### config.mk
export PLATFORM = sky130hd
export DESIGN_NAME = fetch_stage
export DESIGN_NICKNAME = d
export VERILOG_FILES = /design/src/rtl/fetch_stage_pkg.sv /design/src/rtl/fetch_stage_pipe_reg_if_id.sv /design/src/rtl/fetch_stage.sv
export SDC_FILE = /design/constraint.sdc
export NUM_CORES = 1
export LEC_CHECK = 0
export CORE_MARGIN = 5
export CORE_UTILIZATION = 40
export CTS_BUF_LIST = sky130_fd_sc_hd__clkbuf_16
export DETAILED_ROUTE_END_ITERATION = 10
export DONT_BUFFER_PORTS = 1
export PLACE_DENSITY_LB_ADDON = 0.1
export SYNTH_ARGS = -nofsm -noshare
export SYNTH_HDL_FRONTEND = slang
export SYNTH_SLANG_ARGS = --single-unit
### constraint.sdc
create_clock -name clk_i -period 5 [get_ports clk_i]
set_input_delay 0.25 -clock clk_i [delete_from_list [all_inputs] [get_ports clk_i]]
set_output_delay 0.25 -clock clk_i [all_outputs]
set_load 0.02 [all_outputs]
### src/rtl/fetch_stage_pkg.sv
// Shared pipeline definitions: FSM states,
// instruction constants and the IF/ID bundle.
package fetch_stage_pkg;

  localparam int          INSTR_W   = 32;
  localparam logic [31:0] NOP_INSTR = 32'h0000_0000;
  localparam logic [31:0] PC_STEP   = 32'd4;

  typedef enum logic [1:0] {
    ST_IDLE = 2'd0,
    ST_RUN  = 2'd1,
    ST_ERR  = 2'd2
  } fetch_state_e;

  typedef struct packed {
    logic [31:0]        pc4;
    logic [INSTR_W-1:0] instr;
    logic               valid;
  } if_id_t;

endpackage

### src/rtl/fetch_stage_pipe_reg_if_id.sv
// IF/ID pipeline register: hold beats squash,
// squash loads a NOP bubble, else load d.
module pipe_reg_if_id
  import fetch_stage_pkg::*;
(
  input  logic   clk,
  input  logic   rst,
  input  logic   hold,
  input  logic   squash,
  input  if_id_t d,
  output if_id_t q
);

  // register with hold/squash priority
  always_ff @(posedge clk or posedge rst) begin
    if (rst) begin
      q <= '{pc4: 32'h0, instr: NOP_INSTR, valid: 1'b0};
    end else if (hold) begin
      q <= q;
    end else if (squash) begin
      q <= '{pc4: 32'h0, instr: NOP_INSTR, valid: 1'b0};
    end else begin
      q <= d;
    end
  end

endmodule

### src/rtl/fetch_stage.sv
// IF stage: PC, run/idle/error FSM, IF/ID
// register and fetch/flush counters.
module fetch_stage
  import fetch_stage_pkg::*;
#(
  parameter logic [31:0] RESET_PC = 32'h0000_0000,
  parameter int          CNT_W    = 16
) (
  input  logic             clk_i,
  input  logic             rst_i,
  input  logic             start_i,
  input  logic             stall_i,
  input  logic             flush_i,
  input  logic [31:0]      offset_i,
  output logic [31:0]      imem_addr_o,
  input  logic [31:0]      imem_data_i,
  output logic [31:0]      if_id_pc4_o,
  output logic [31:0]      if_id_instr_o,
  output logic             if_id_valid_o,
  output logic             misalign_o,
  output logic [CNT_W-1:0] fetch_cnt_o,
  output logic [CNT_W-1:0] flush_cnt_o
);

  fetch_state_e     state_q, state_d;
  logic [31:0]      pc_q, pc_d, target;
  logic             hold, squash;
  logic             fetch_inc, flush_inc;
  logic [CNT_W-1:0] fetch_cnt_q, flush_cnt_q;
  if_id_t           if_id_d, if_id_q;

  assign target = pc_q + offset_i;

  // next state, next PC and IF/ID control
  always_comb begin
    state_d   = state_q;
    pc_d      = pc_q;
    hold      = 1'b0;
    squash    = 1'b1;
    fetch_inc = 1'b0;
    flush_inc = 1'b0;
    unique case (state_q)
      ST_IDLE: begin
        if (start_i) state_d = ST_RUN;
      end
      ST_RUN: begin
        if (!start_i) begin
          state_d = ST_IDLE;
        end else if (stall_i) begin
          hold = 1'b1;
        end else if (flush_i) begin
          pc_d      = target;
          flush_inc = 1'b1;
          if (target[1:0] != 2'b00)
            state_d = ST_ERR;
        end else begin
          pc_d      = pc_q + PC_STEP;
          squash    = 1'b0;
          fetch_inc = 1'b1;
        end
      end
      ST_ERR: begin
        state_d = ST_ERR;
      end
      default: begin
        state_d = ST_IDLE;
      end
    endcase
  end

  // state and program counter
  always_ff @(posedge clk_i or posedge rst_i) begin
    if (rst_i) begin
      state_q <= ST_IDLE;
      pc_q    <= RESET_PC;
    end else begin
      state_q <= state_d;
      pc_q    <= pc_d;
    end
  end

  // saturating performance counters
  always_ff @(posedge clk_i or posedge rst_i) begin
    if (rst_i) begin
      fetch_cnt_q <= '0;
      flush_cnt_q <= '0;
    end else begin
      if (fetch_inc && fetch_cnt_q != '1)
        fetch_cnt_q <= fetch_cnt_q + CNT_W'(1);
      if (flush_inc && flush_cnt_q != '1)
        flush_cnt_q <= flush_cnt_q + CNT_W'(1);
    end
  end

  assign if_id_d.pc4   = pc_q + PC_STEP;
  assign if_id_d.instr = imem_data_i;
  assign if_id_d.valid = 1'b1;

  pipe_reg_if_id u_if_id (
    .clk    (clk_i),
    .rst    (rst_i),
    .hold   (hold),
    .squash (squash),
    .d      (if_id_d),
    .q      (if_id_q)
  );

  assign imem_addr_o   = pc_q;
  assign if_id_pc4_o   = if_id_q.pc4;
  assign if_id_instr_o = if_id_q.instr;
  assign if_id_valid_o = if_id_q.valid;
  assign misalign_o    = (state_q == ST_ERR);
  assign fetch_cnt_o   = fetch_cnt_q;
  assign flush_cnt_o   = flush_cnt_q;

endmodule
* Word level (Yosys, flattened, before mapping)
Index checks and enable logic that the tools add are counted.
Operators by class: $add $sub $neg 4, reductions and logical operators 6, bitwise gates (word level) 1, muxes and demuxes 22, eq/ne operators 8
Operators by type and width (number):
- $mux W65 | 1
- $add A16 B1 Y16 const B | 2
- $add A32 B3 Y32 const B | 1
- $add A32 B32 Y32 | 1
- $mux W32 | 1
- $ne A16 B16 Y1 const B | 2
- $mux W1 | 14
- $mux W2 | 5
- $ne A3 B3 Y1 const B | 3
- $pmux W2 S3 | 1
- $reduce_and A4 Y1 | 1
- $reduce_and A3 Y1 | 1
- $eq A2 B1 Y1 const B | 1
- $eq A2 B2 Y1 const B | 1
- $logic_and A1 B1 Y1 | 2
- $logic_not A2 Y1 | 1
- $ne A2 B2 Y1 const B | 1
- $reduce_bool A2 Y1 | 1
- $not A1 Y1 | 1
Word-level totals: flip-flop bits (word level) 131, input bits 69

* Logic depth before layout (Yosys ltp)
Gate-level depths: netlist of run 1.
word-level depth 7, mapped depth 11, gate-level depth less buffers 11

* Cells and area by module
Synthesis of run 1 repeated with hierarchy kept, for this count alone.
Unflattened totals: cell total of the unflattened synthesis 802, area, all modules 7721.2 µm²
Modules (own cells, without submodules):
- fetch_stage | cells an instance 655, times used 1, area each 5391.4 µm²
- pipe_reg_if_id | cells an instance 147, times used 1, area each 2329.7 µm²

* Worst setup path after synthesis of run 1
No wires, ideal clock.
kind register -> register, start point register pc_q[21] (netlist: imem_addr_o[21]), end point register pc_q[31] (netlist: imem_addr_o[31]), clock period less this slack 2.916 ns, required time 4.874 ns, setup time 0.126 ns, stages on the path, launching flop included 11, setup slack 2.084 ns, path buffers 1, data arrival time 2.790 ns, cells stage by stage dfrtp_1 ha_1 clkbuf_1 nand4_1 or3_1 or3_1 o2111ai_1 a31oi_1 xnor2_1 mux2_2 a221o_1
Between the ends: word-level cells in the longest chain between the ends 2
Ends and longest elaborated chain:
- from (decl) | line fetch_stage.sv:26 | logic [31:0] pc_q, pc_d, target;
- from (signal assigned) | line fetch_stage.sv:78 | pc_q <= pc_d;
- $add A32 B3 Y32 or $add A32 B32 Y32 (tied branches) | line fetch_stage.sv:57, fetch_stage.sv:32
- $mux W32 * | line fetch_stage.sv:51 | end else if (flush_i) begin
Every way passes the cells marked *; elsewhere a longest branch is shown, timed or not. A chain may end at the register's enable or synchronous reset.

* Worst setup path in the final report of run 1
start point register pc_q[26] (netlist: imem_addr_o[26]), end point register pc_q[31] (netlist: imem_addr_o[31])
The elaborated chain is that of the path after synthesis.

==> results of run 1 <==
sequential cells by signal, summed over array words and instances (netlist names):
register / cells
fetch_cnt_o: 16
flush_cnt_o: 16
state_q: 2
imem_addr_o: 32
u_if_id.q: 65
critical path: stages (launching register included):
cell and delay (ns):
dfrtp_1 0.63, ha_1 0.54, nand4_1 0.18, or2_2 0.37, or3_1 0.38, o2111ai_1 0.11, a31oi_1 0.07, xnor2_1 0.20
mux2_2 0.36, a221o_1 0.28
cells by family after synthesis:
logic type | synth area share, %
AND/OR/NAND/NOR | 17.7
buffers and inverters | 2.88
flip-flops | 43.6
adder cells (fa/ha/maj) | 5.93
AO/OA/AOI/OAI | 19.9
multiplexers | 0.433
XOR/XNOR | 9.56
final timing paths:
| kind | start | to | slack, ns |
|---|---|---|---|
| min in group asynchronous | rst_i | flush_cnt_o[1] | 0.28 |
| max in group asynchronous | rst_i | u_if_id.q[37] | 3.64 |
| worst max register to register | imem_addr_o[26] | imem_addr_o[31] | 1.76 |
| worst min register to register | state_q[0] | state_q[0] | 0.51 |
| worst max-delay path | imem_addr_o[26] | imem_addr_o[31] | 1.76 |
| worst min-delay path | flush_i | imem_addr_o[23] | 0.03 |
per-layer routing:
metal	part of all wire, %	global-route usage [%]	vias to the layer above
met1	46	28.7	3004
met2	44	30.8	238
li1	-	-	2984
met3	8.4	6.66	24
met4	1.5	6.01	0
met5	0	0	-
synth_stat cells, types with 3 or more instances:
library cell  count
or3_1             7
nand2_1          93
nor3_1           17
nand4_1          19
a22oi_1           6
dfrtp_1         131
and2_1            3
xnor2_1          53
o211ai_1          5
or2_2             3
o21ai_0          71
nor2_1           54
and4_1            4
a22o_1           36
ha_1             34
or4_1             4
inv_1            16
a21o_1           18
a32oi_1           5
o31ai_1           7
a21oi_1          43
o2111ai_1         4
nand2b_1          4
nand3_1          33
xor2_1           29
clkbuf_1         35
nor4_1            4
a211oi_1          3
a31oi_1           9
o21bai_1          7
and3_1           12
area by class of cell:
cell class	instances	area [um2]
inverters	16	62.6
well taps	234	293
fillers	1743	9880
multi-input cells	619	4030
repair buffers	43	410
flip-flops and latches	131	3280
clock inverters	15	204
clock buffers	17	425
through the flow:
step                      cell area [um2]  setup slack (ns)  instances  utilization, %  power, uW
final                                8700              1.76       1075            46.8       4690
after CTS                            8700              1.77       1075            46.8       4720
after detailed placement             7720              1.80       1008            41.6       3350
after global placement               7720              1.81       1008            41.6       3320
after floorplan                      7510              1.25        806               -       2910
after global routing                 8700              1.54       1075            46.8       5010
timing repair:
item / in CTS / in global routing
hold endpoints to repair: 55 / 0
hold buffers: 35 / 0
endpoints found under the setup margin: 0 / 0
report_power, final:
part | switching (uW) | total, uW | internal, uW
registers | 605 | 1820 | 1220
logic | 879 | 1540 | 664
clock network | 481 | 1320 | 840
==> summary.txt, run 1 <==
Hold path
  – Hold Path Stages: 2
  – Worst Hold Class: input port to flop

STA
  – Final setup viols: 0
  – Hold WS: between 0.02 and 0.03 ns
  – Fmax: between 0.3 and 0.4 GHz
  – Clk_skew: between 0.01 and 0.015 ns
  – Final hold viol count: 0
  – Worst slew margin: a little under half
  – Min Clock Period, post-route: 3.24 ns
  – RSZ-0062 raised after global routing: no
  – Setup TNS: 0 ns
  – Tightest Pin Transition: 0.806 ns
  – Max Transition Viols Final: 0
  – Final period utilization: 64.9%

Pwr
  – Static leakage: between 0.003 and 0.004 uW
  – PD cells: 539 nW/um2
  – Max VDD drop: around 0.26 mV

Global route
  – Global-route wire length before repair: ~36000 um
  – Vias in the first global route: slightly above 6k
  – GRT Total Usage: between 20% and 30%
  – Global route overflow: 0
  – Initial antenna violation count: 0
  – Largest net degree at the start of global routing: 60

Floorplanning
  – Die width: approximately 150 um
  – I/O pin total: 199
  – Die H: 147 um
  – Die area: between 20000 and 25000 um2
  – Row count: 50
  – Initial Util: about 40%
  – Core ar.: between 15000 and 20000 um2

Job
  – Number of max-cap violations: 0

Logic synthesis
  – Post-synthesis sequential area ratio: 43.6%
  – Asr flop ratio synth: 100%
  – Mapped Cells: 806
  – Post-synth top area share: a little over two fifths
  – Post-synth top area cell: dfrtp_1
  – Syn Nets: slightly above 900
  – Cell variety after synth: 59
  – #FFs+latches synth: around 130
  – Syn. warnings: 0
  – Synth Flop Type: dfrtp_1
  – Number of synthesized flops with an enable pin: 0
  – Average size of a mapped cell: 9.32 um2
  – Ranking of synthesized cells by area: dfrtp_1, xnor2_1, ha_1
  – Synth Cell Area: 7510 um2

Placement
  – Gpl congestion: 0.918
  – Post-DP HPWL: 16200 um
  – Buffers on Ports: 0

Setup path
  – Nature of the critical path endpoint: flop
  – CP Max Fanout: 12
  – Data required, critical path: approximately 5.3 ns
  – Crit path launch type: flop
  – Worst R2R Path Depth: 9
  – Critical path arrival: 3.54 ns
  – Critical path type: flop to flop

Clock network
  – Number of CTS-inserted buffers: 17
  – # resized after CTS: 0
  – Post-CTS Setup Bufs: 0
  – # H-tree levels: 4
  – Clock transition at path regs: approximately 0.06 ns
  – Maximum buffer depth of the clock tree: 2
  – CTS tree: done
  – Worst-Skew Late Latency: between 0.4 and 0.5 ns
  – Clock root cell: clkbuf_16
  – Num Clock Sinks: 131

Cells and area
  – Area delta synth->final: 15.8%
  – Share of cells above drive strength 1: 6.54%
  – Most frequent cells in the layout: dfrtp_1, nand2_1, o21ai_0
  – Most common cell after layout, fill and taps aside: dfrtp_1
  – Diodes inserted: 0
  – Post-layout nets: 932

Detailed routing
  – Remaining DRCs: 0
  – Via density per instance: 5.81
  – Starting DRT DRC Count: 373
  – Final wirelength: about 22000 um
  – Routed wire per std cell: around 20 um
  – Drt pass-1 iters: 4
  – Via count: approximately 6.3k
  – Antenna Nets Post-Route: 0

Status
  – Status: completed
Power figures use the tool's default switching activity.
==> inputs of run 2 (changes only) <==
clock period = 3.2 ns   (was 5 ns; I/O delays follow)
==> summary.txt, run 2 (synthesized netlist as in run 1, its figures left out) <==
Cells and area
  – Diodes inserted: 0
  – Most frequent cells in the layout: dfrtp_1, nand2_1, o21ai_0
  – FF+latch area: 3280 um2
  – Max reg flops: 65
  – Core Util, Final: between 40% and 50%
  – Most common cell after layout, fill and taps aside: dfrtp_1
  – Biggest register: u_if_id.q
  – Fill cell count: around 1.7k
  – Post-layout nets: 972
  – Share of cells above drive strength 1: 10.1%
  – Area delta synth->final: 19.6%
  – Multi-input logic area: about 4000 um2

Global route
  – Vias in the first global route: around 6.2k
  – Initial antenna violation count: 0
  – Global route overflow: 0
  – Global-route wire length before repair: 36400 um
  – Largest net degree at the start of global routing: 55
  – GRT Total Usage: a little over a fifth

Floorplanning
  – Row count: 50
  – Die H: roughly 150 um
  – Core ar.: between 15000 and 20000 um2
  – Die area: between 20000 and 25000 um2
  – I/O pin total: between 150 and 200
  – Die width: ~150 um
  – Initial Util: 40.4%

Setup path
  – Critical path arrival: roughly 3.2 ns
  – Delay of the slowest cell on the worst path: 0.46 ns
  – Slowest cell on crit path: a31oi_1
  – Nature of the critical path endpoint: flop
  – Crit path launch type: flop
  – Critical path type: flop to flop
  – Most common cell on crit path: o2111ai_1
  – Data required, critical path: ~3.5 ns
  – CP Max Fanout: 5
  – Critical-path cell list: ha_1, inv_1, fa_1, nor2b_1, o2111ai_1, a21oi_1, o2111ai_1, a31oi_1, nor2_1, o21ai_0, nand4_1

Pwr
  – Static leakage: between 0.003 and 0.004 uW
  – Combinational Power Share: 43.0%
  – PD cells: about 840 nW/um2
  – Power Internal: about 4400 uW
  – Clock network power share: around a quarter
  – Reg power frac: between 30% and 40%
  – Max VDD drop: about 0.55 mV
  – NetSw: ~3100 uW
  – Sw Ratio: about two fifths

Detailed routing
  – Via density per instance: around 5.7
  – Final wirelength: about 23000 um
  – Antenna Nets Post-Route: 0
  – Via count: 6372
  – Remaining DRCs: 0
  – Drt pass-1 iters: 5
  – Starting DRT DRC Count: ~450
  – Routed wire per std cell: ~21 um

Hold path
  – Worst Hold Class: input port to flop

Clock network
  – Post-CTS Setup Bufs: 0
  – # H-tree levels: 4
  – Clock transition at path regs: ~0.06 ns
  – Number of CTS-inserted buffers: 17
  – Num Clock Sinks: 131
  – Maximum buffer depth of the clock tree: 2
  – CTS tree: done
  – Clock root cell: clkbuf_16
  – Worst-Skew Late Latency: ~0.41 ns

Placement
  – Pre-CTS setup slack: ~0.34 ns
  – Gpl congestion: 0.930
  – Post-DP HPWL: between 15000 and 20000 um
  – Buffers on Ports: 0

STA
  – Fmax: 0.346 GHz
  – Min Clock Period, post-route: just under 3 ns
  – Setup ws final: just over 0.3 ns
  – Worst slew margin: between 40% and 50%
  – Setup TNS: 0 ns
  – Tightest Pin Transition: around 0.75 ns
  – Final period utilization: roughly 90%
  – RSZ-0062 raised after global routing: no
  – Final setup viols: 0
  – Clk_skew: between 0.008 and 0.009 ns
  – Max Transition Viols Final: 0
  – Final hold viol count: 0

Status
  – Status: completed

Job
  – Number of max-cap violations: 0
run 2: final cells by class:
| cell class | instances | area share, % |
|---|---|---|
| Clock inverter | 14 | 1.82 |
| Inverter | 16 | 0.710 |
| Tap cell | 234 | 3.26 |
| Multi-Input combinational cell | 619 | 44.8 |
| Timing Repair Buffer | 83 | 8.16 |
| Clock buffer | 17 | 4.74 |
| Sequential cell | 131 | 36.5 |
run 2: metal layers:
metal | up-vias | track usage, % | share of wire (%)
li1 | 3056 | - | -
met1 | 3040 | 30.3 | 47
met5 | - | 0 | 0
met4 | 0 | 4.43 | 0.95
met3 | 21 | 7.22 | 9.3
met2 | 255 | 31.8 | 43
run 2: through the flow:
step / cell area [um2] / total power (uW) / cells / hold WS (ns)
2_1_floorplan: 7520 / 4550 / 806 / 0.300
3_3_place_gp: 8000 / 5540 / 1044 / 0.116
3_5_place_dp: 8000 / 5550 / 1044 / 0.134
4_1_cts: 8980 / 7590 / 1114 / 0.000124
5_1_grt: 8980 / 8070 / 1114 / 0.0278
6_report: 8980 / 7570 / 1114 / 0.0290
run 2: path summary, 6_finish.rpt:
path	startpoint	endpoint	slack, ns	depth (start not counted)
worst max-delay path	imem_addr_o[0]	imem_addr_o[28]	0.31	11
worst min-delay path	flush_i	imem_addr_o[4]	0.03	3
worst max register to register	imem_addr_o[0]	imem_addr_o[28]	0.31	11
worst min register to register	state_q[0]	state_q[1]	0.59	2
max in group asynchronous	rst_i	u_if_id.q[11]	2.13	3
min in group asynchronous	rst_i	u_if_id.q[36]	0.31	2
run 2: repair_timing:
| item | 4_1_cts | 5_1_grt |
|---|---|---|
| hold endpoints to repair | 68 | 0 |
| gates resized for setup | 0 | 0 |
| hold buffers | 39 | 0 |
| setup endpoints to repair | 0 | 0 |
run 2: power groups by stage:
stage | clock network [uW] | logic (uW) | registers, uW
2_1_floorplan | 0 | 1940 | 2600
3_3_place_gp | 0 | 3180 | 2360
3_5_place_dp | 0 | 3180 | 2370
4_1_cts | 2000 | 3240 | 2350
5_1_grt | 2090 | 3600 | 2390
6_report | 1960 | 3250 | 2350
run 2: critical path: cells and delay by family, from the launching register on:
family                     cells  cell delay, ns
adders and majority gates      2            0.59
DFF                            1            0.34
and+or+nand+nor                3            0.37
AOI/OAI and AO/OA              5            1.41
buffers and inverters          1            0.06
